`src/rtl/injector_pulse_gen.sv`:
```
// Injector pulse scheduler: start delay, tick-counted enable width and
// enforced dead time, feeding the peak/hold select stage.
module injector_pulse_gen #(
  parameter int c_WIDTH   = 16,
  parameter int c_MIN_OFF = 4
) (
  input  logic               i_clock,
  input  logic               i_reset,
  input  logic               i_tick,
  input  logic               i_start,
  input  logic [c_WIDTH-1:0] i_delay,
  input  logic [c_WIDTH-1:0] i_width,
  input  logic               i_abort,
  input  logic               i_clearErr,
  output logic               o_enable,
  output logic               o_ready,
  output logic               o_pulseDone,
  output logic               o_overrun
);

  typedef enum logic [1:0] {
    IDLE,
    DELAY,
    ON,
    OFF
  } state_t;

  localparam logic [c_WIDTH-1:0] c_OFF_CNT = c_WIDTH'(c_MIN_OFF);
  localparam logic [c_WIDTH-1:0] c_ONE     = c_WIDTH'(1);

  state_t             state;
  logic [c_WIDTH-1:0] cnt;
  logic [c_WIDTH-1:0] width_q;
  logic               pulse_done;
  logic               overrun;

  assign o_enable    = (state == ON);
  assign o_ready     = (state == IDLE);
  assign o_pulseDone = pulse_done;
  assign o_overrun   = overrun;

  always_ff @(posedge i_clock) begin
    if (i_reset) begin
      state      <= IDLE;
      cnt        <= '0;
      width_q    <= '0;
      pulse_done <= 1'b0;
      overrun    <= 1'b0;
    end else begin
      pulse_done <= 1'b0;

      // a dropped request outranks a same-cycle clear
      if (i_start && state != IDLE)
        overrun <= 1'b1;
      else if (i_clearErr)
        overrun <= 1'b0;

      unique case (state)
        IDLE: begin
          if (i_start) begin
            width_q <= i_width;
            if (i_width == '0) begin
              pulse_done <= 1'b1;
            end else if (i_delay == '0) begin
              state <= ON;
              cnt   <= i_width;
            end else begin
              state <= DELAY;
              cnt   <= i_delay;
            end
          end
        end

        DELAY: begin
          if (i_abort) begin
            state <= IDLE;
            cnt   <= '0;
          end else if (i_tick) begin
            if (cnt == c_ONE) begin
              state <= ON;
              cnt   <= width_q;
            end else begin
              cnt <= cnt - c_ONE;
            end
          end
        end

        ON: begin
          if (i_abort || (i_tick && cnt == c_ONE)) begin
            pulse_done <= 1'b1;
            if (c_MIN_OFF > 0) begin
              state <= OFF;
              cnt   <= c_OFF_CNT;
            end else begin
              state <= IDLE;
              cnt   <= '0;
            end
          end else if (i_tick) begin
            cnt <= cnt - c_ONE;
          end
        end

        OFF: begin
          if (i_tick) begin
            if (cnt == c_ONE) begin
              state <= IDLE;
              cnt   <= '0;
            end else begin
              cnt <= cnt - c_ONE;
            end
          end
        end

        default: begin
          state <= IDLE;
          cnt   <= '0;
        end
      endcase
    end
  end

endmodule

```
`config.mk`:
```
export PLATFORM = sky130hd
export DESIGN_NAME = injector_pulse_gen
export DESIGN_NICKNAME = d
export VERILOG_FILES = /design/src/rtl/injector_pulse_gen.sv
export SDC_FILE = /design/constraint.sdc
export NUM_CORES = 1
export LEC_CHECK = 0
export ABC_CLOCK_PERIOD_IN_PS = 2200
export CAP_MARGIN = 15
export CORE_MARGIN = 4
export CORE_UTILIZATION = 47
export DETAILED_ROUTE_END_ITERATION = 16
export PLACE_DENSITY = 0.76
export SYNTH_ARGS = -nofsm -noshare
export SYNTH_HDL_FRONTEND = slang
export SYNTH_SLANG_ARGS = --single-unit
```
`constraint.sdc`:
```
create_clock -name i_clock -period 2.2 [get_ports i_clock]
set_input_delay 0.66 -clock i_clock [delete_from_list [all_inputs] [get_ports i_clock]]
set_output_delay 0.66 -clock i_clock [all_outputs]
set_load 0.02 [all_outputs]
```
==> results of run 1 <==
[worst max path at each step]
stage	slack, ns	to	from
2_1_floorplan	-0.1	cnt[13]$_SDFFE_PP0P_	i_width[7]
3_3_place_gp	-0.70	cnt[10]$_SDFFE_PP0P_	i_width[7]
3_5_place_dp	-0.78	cnt[13]$_SDFFE_PP0P_	i_width[7]
4_1_cts	-0.09	cnt[10]$_SDFFE_PP0P_	i_width[6]
5_1_grt	-0.24	cnt[5]$_SDFFE_PP0P_	i_width[9]
6_report	-0.15	cnt[5]$_SDFFE_PP0P_	i_width[9]
[flip-flops by register name (all words and copies together) (netlist names)]
| register | flops |
|---|---|
| o_overrun | 1 |
| cnt | 16 |
| width_q | 16 |
| o_pulseDone | 1 |
| state | 2 |
[layer usage]
layer  routed length [µm]  share of wire [%]  vias to the layer above  track usage, %
met4                  875                8.5                        0            16.8
met5                    0                  0                        -               0
met3                 1110                 11                      102            6.50
li1                     -                  -                     1316               -
met2                 4630                 45                      292            50.5
met1                 3700                 36                     1446            33.7
[area by class of cell]
type | count | area [µm²] | area share, %
clock buffers | 5 | 68.8 | 1.88
clock inverters | 3 | 42.5 | 1.16
inverters | 9 | 36.3 | 0.993
multi-input cells | 226 | 1640 | 44.8
flip-flops and latches | 36 | 721 | 19.7
well taps | 52 | 65.1 | 1.78
repair buffers | 127 | 1080 | 29.7
[what timing repair did]
item / CTS / global route
gates cloned: 1 / 0
pin swaps: 21 / 30
setup buffers: 10 / 3
endpoints found under the hold margin: 0 / 0
endpoints found under the setup margin: 20 / 17
gates resized for setup: 77 / 57
hold buffers: 0 / 0
[cell usage in the layout (no fill, tap or decap), types with 3 or more instances in the layout]
master           count
nor4_1              13
inv_1                8
dfxtp_1             36
clkdlybuf4s50_1     19
o32ai_2              3
clkbuf_8             5
nor4_2               3
clkbuf_2             3
buf_4               73
nor3_1               8
o21ai_2              5
or4_4                4
o2bb2ai_1            3
nor2_1              21
a211o_1              4
o21ai_0              3
and2_1               3
buf_6               16
nor2_2               4
clkdlybuf4s15_1      3
nand2_1             42
dlygate4sd2_1        3
a22o_1               4
a21oi_2              4
nor2b_1              4
a21o_1               3
dlymetal6s2s_1       4
o22ai_1              3
a211oi_1             5
buf_2                5
a21oi_1             34
a221oi_2             6
nand3_1              3
[worst min-delay path: stages, from the launching register on]
cell and delay [ns]:
dfxtp_1 0.32, nand2_1 0.05, a21oi_1 0.05
[per-stage QoR]
stage | utilization [%] | total power (µW)
floorplan | - | 1430
global placement | 70.7 | 1910
detailed placement | 70.7 | 1930
CTS | 76.7 | 2610
global route | 82.2 | 3010
finish | 82.2 | 2900
[cells by family (layout without fill, tap and decap cells)]
kind of cell             after synthesis  in the layout
AO/OA/AOI/OAI                         95             95
XOR/XNOR                               4              4
buffers and inverters                 27            144
flip-flops                            36             36
multiplexers                           1              1
AND/OR/NAND/NOR                      123            123
adder cells (fa/ha/maj)                3              3
[cell usage after synthesis (all sizes together) (5+ instances only)]
master / number / area share [%]
dfxtp: 36 / 33
a211oi: 7 / 2.4
nor3: 10 / 2.3
a21oi: 39 / 8.9
o21ai: 8 / 1.8
o22ai: 6 / 2.3
nor2: 26 / 4.5
nand2: 43 / 7.4
a221oi: 7 / 2.8
clkbuf: 14 / 2.4
inv: 9 / 1.5
nor4: 16 / 4.6
or4: 5 / 2.1
[power by group through the flow]
stage | Clock [µW] | Sequential, µW | Combinational [µW]
after floorplan | 0 | 815 | 614
after global placement | 0 | 825 | 1080
after detailed placement | 0 | 830 | 1100
after CTS | 602 | 818 | 1190
after global routing | 637 | 843 | 1530
final | 601 | 838 | 1470
==> flow_summary.ini, run 1 <==
[timing]
setup_tns_ns = -0.949
setup_violations = 16
skew_ns = 0.00943
hold_viol_final = 0
slew_violations = 0
max_freq_ghz = 0.425
fin_hold_ws_ns = 0.461
post-route-period-util_pct = 107
fin_crit_ns = 2.35
rsz0062_at_grt = yes
slew_headroom_pct = 64.6
worst_slew_pin_slew_ns = 0.530
fin_ws_ns = -0.152

[critical_path]
crit_family = simple AND/OR/NAND/NOR gates
rr_endpoint = cnt[15]$_SDFFE_PP0P_
cp_common_cell = buf_6
start_kind = primary input
r2r_start = cnt[8]$_SDFFE_PP0P_
max_stage_delay_ns = 0.56
critPathRequiredTime_ns = 2.41
r2r_slack_ns = -0.04
r2r_cells = 7
crit_fanout = 3
slowest_stage = or4_4
cp_cell_sequence = buf_6, or4_4, o41ai_4, buf_6, buf_6, a211oi_2, nor2_2, nor4_1, nor4_1
crit_type = in -> reg
critPathCaptureType = flip-flop
crit_buf_inv = 3
path_depth = 9
cp.arrival_ns = 2.56

[place]
place_ws_ns = -0.778
placed_area_um2 = 3140
numPortBuffers = 41
dp.cells = 436
routabilityCongestion = 0.883
hpwl_um = 5890

[route]
routedWlPerCell_um = 22.5
drt_pass1_iterations = 7
drt_iter0_drc = 480
ant_nets = 0
drt_wl_total_um = 10300
dr_total_vias = 3156
drc = 0
vias_per_cell = 6.89

[grt]
grt_pass1_wl_um = 13800
gr-total-overflow = 0
grt_max_degree = 21
gr-usage-all-layers_pct = 29.5
grt_pass1_vias = 2906
antenna_found_initial = 0

[clock_network]
cts_made_buffers = 5
htree_num_levels = 2
clk_pin_slew_ns = 0.08
cts.sinks = 36
cts_tree = done
clk_latency_ns = 0.31
clockBufferDepth = 2
cts.root.buffer_cell = clkbuf_8

[pwr]
p_leak_uw = 0.00154
p_int_uw = 1740
pwr-share-clk_pct = 20.7
p_sw_uw = 1170
p_seq_share_pct = 28.9
p_per_area_nw_per_um2 = 795
switching_share_pct = 40.2
vdd_drop_max_uv = 641
pwr-share-comb_pct = 50.5

[yosys]
netlist_instances = 289
yosysSeqAreaShare_pct = 32.9
synth_nets = 329
ys.flop_type = dfxtp_1
ys_ff_latch = 36
synth-compound-area-share_pct = 30.5
synth_area_um2 = 2190
synth-edff-count = 0
avgSynthCellArea_um2 = 7.57
synth.distinct_cells = 47
ys_warn_count = 0
synth.area.mux_share_pct = 0.457
synth_top_family_by_area = compound AO/OA/AOI/OAI gates
synth_fa_ha_area_share_pct = 1.60
synth_xor_area_share_pct = 1.60
ys_async_sr_fraction_pct = 0
synthSimpleGateAreaFrac_pct = 27.8

[finish]
area_delta_synth_final_pct = 67.0
stdcell_count = 458
num-nets-final = 445
n_fill_cell = 237
antenna_cells = 0
drive_gt1_share_pct = 39.2
design_area_um2 = 3650

[floorplan]
start_util_pct = 49.2
chipHeight_um = 76.2
fp.coreArea_um2 = 4440
die_area_um2 = 5810
placementRows = 24
die_w_um = 76.2
num_io_pins = 42

[run_status]
outcome = complete, but fails checks
violations = setup timing

[hold_path]
whs_path_depth = 2
hold_class = reg -> reg
hp-start = width_q[13]$_SDFFE_PP0P_
hold_end = width_q[13]$_SDFFE_PP0P_

[job]
maxCapViolCount = 0
No activity file was read; power rests on OpenSTA's default activity.
==> run 2: changes to the inputs <==
- CORE_UTILIZATION: 47 -> 30
- PLACE_DENSITY: 0.76 -> 0.53
==> flow_summary.ini, run 2 (synthesis gave the netlist of run 1 again) <==
[place]
routabilityCongestion = 0.871
numPortBuffers = 41
hpwl_um = 6360
placed_area_um2 = 3220

[clock_network]
cts_made_buffers = 5
cts.root.buffer_cell = clkbuf_8
cts.sinks = 36
htree_num_levels = 2
clockBufferDepth = 2
cts_tree = done
clk_pin_slew_ns = 0.08
clk_latency_ns = 0.29

[pwr]
pwr-share-comb_pct = 49.4
pwr-share-clk_pct = 19.6
vdd_drop_max_uv = 270
p_seq_share_pct = 31.0
p_leak_uw = 0.00149
switching_share_pct = 38.0
p_int_uw = 1660
p_per_area_nw_per_um2 = 737
p_sw_uw = 1010

[route]
drt_pass1_iterations = 4
dr_total_vias = 2651
drt_iter0_drc = 167
drt_wl_total_um = 8450
routedWlPerCell_um = 16.8
vias_per_cell = 5.26
drc = 0
ant_nets = 0

[critical_path]
critPathCaptureType = flip-flop
cp_cell_sequence = buf_6, or4_4, o41ai_4, buf_6, inv_4, o22ai_4, buf_6, a21oi_2, o32ai_1
crit_type = in -> reg
slowest_stage = or4_4
crit_buf_inv = 4
max_stage_delay_ns = 0.57
crit_fanout = 3
crit_family = compound AO/OA/AOI/OAI gates
start_kind = primary input
cp.arrival_ns = 2.60
cp_common_cell = buf_6
critPathRequiredTime_ns = 2.40

[finish]
area_delta_synth_final_pct = 65.8
n_fill_cell = 661
multi_input_area_um2 = 1560
final_core_util_pct = 52.2
design_area_um2 = 3630
antenna_cells = 0
final_cell_mix = buf_4 (80), nand2_1 (42), dfxtp_1 (36), a21oi_1 (34), nor2_1 (24)
largestRegisters = cnt (16), width_q (16), state (2)
seqCellArea_um2 = 721
num-nets-final = 448
mostFrequentLayoutCell = buf_4
drive_gt1_share_pct = 37.0

[timing]
fin_ws_ns = -0.195
post-route-period-util_pct = 109
rsz0062_at_grt = yes
max_freq_ghz = 0.418
worst_slew_pin_slew_ns = 0.528
skew_ns = 0.00617
setup_violations = 16
fin_crit_ns = 2.40
hold_viol_final = 0
slew_violations = 0
slew_headroom_pct = 64.6

[floorplan]
num_io_pins = 42
die_w_um = 93.4
placementRows = 30
die_area_um2 = 8720
chipHeight_um = 93.4
fp.coreArea_um2 = 6940
start_util_pct = 31.5

[hold_path]
hold_class = reg -> reg

[grt]
grt_pass1_wl_um = 13100
gr-usage-all-layers_pct = 19.0
antenna_found_initial = 0
grt_max_degree = 18
gr-total-overflow = 0
grt_pass1_vias = 2583

[job]
maxCapViolCount = 0

[run_status]
outcome = complete, but fails checks
violations = setup timing
run 2: changes by cell type in the layout (fill, tap and decap cells not counted), moves of 4 or more:
cell,previous run,this run
buf_6,16,9
nor4_1,13,9
a221oi_1,0,4
buf_4,73,80
dlymetal6s2s_1,4,0
nor4_2,3,7
run 2: worst paths after layout:
kind                                               start                  endpoint  slack [ns]  cells after the start
worst max-delay path                          i_width[7]       cnt[4]$_SDFFE_PP0P_       -0.20                      9
worst min-delay path            width_q[15]$_SDFFE_PP0P_  width_q[15]$_SDFFE_PP0P_        0.46                      2
worst max register to register       cnt[0]$_SDFFE_PP0P_       cnt[8]$_SDFFE_PP0P_       -0.05                     10
worst min register to register  width_q[15]$_SDFFE_PP0P_  width_q[15]$_SDFFE_PP0P_        0.46                      2
run 2: final cells by class:
| cell class | count | share of cell area [%] |
|---|---|---|
| repair buffers | 130 | 30.1 |
| well taps | 96 | 3.31 |
| inverters | 9 | 1.00 |
| flip-flops and latches | 36 | 19.9 |
| clock buffers | 7 | 2.66 |
| multi-input cells | 226 | 43.0 |
run 2: power by group through the flow:
| stage | Combinational, µW | Clock [µW] | Sequential (µW) |
|---|---|---|---|
| 2_1_floorplan | 614 | 0 | 815 |
| 3_3_place_gp | 1110 | 0 | 828 |
| 3_5_place_dp | 1110 | 0 | 829 |
| 4_1_cts | 1160 | 527 | 821 |
| 5_1_grt | 1430 | 551 | 841 |
| 6_report | 1320 | 523 | 829 |
run 2: stage by stage:
stage	worst slack [ns]	cells	total power, µW	TNS, ns	hold WS [ns]
floorplan	-0.0962	289	1430	-0.824	0.436
global placement	-0.743	485	1940	-12.20	0.444
detailed placement	-0.799	485	1940	-12.81	0.448
CTS	-0.145	499	2510	-0.906	0.460
global route	-0.258	504	2820	-3.07	0.473
finish	-0.195	504	2670	-1.96	0.459
run 2: what timing repair did:
action,CTS,global route
resized for setup,70,41
endpoints found under the setup margin,21,18
buffers inserted,7,6
hold buffers,0,0
pin swaps,16,27
run 2: per-layer routing:
layer  share of wire, %  routed length, µm  vias up  track usage, %
li1                   -                  -     1313               -
met1                 45               3830     1242            25.9
met2                 47               3970       81            30.3
met3                6.0                506       15            3.94
met4                1.8                150        0            5.49
met5                  0                  0        -               0
run 2: tightest hold or removal path: stages, from the launching register on:
cell and delay (ns):
dfxtp_1 0.31, nand2_1 0.05, a21oi_1 0.05
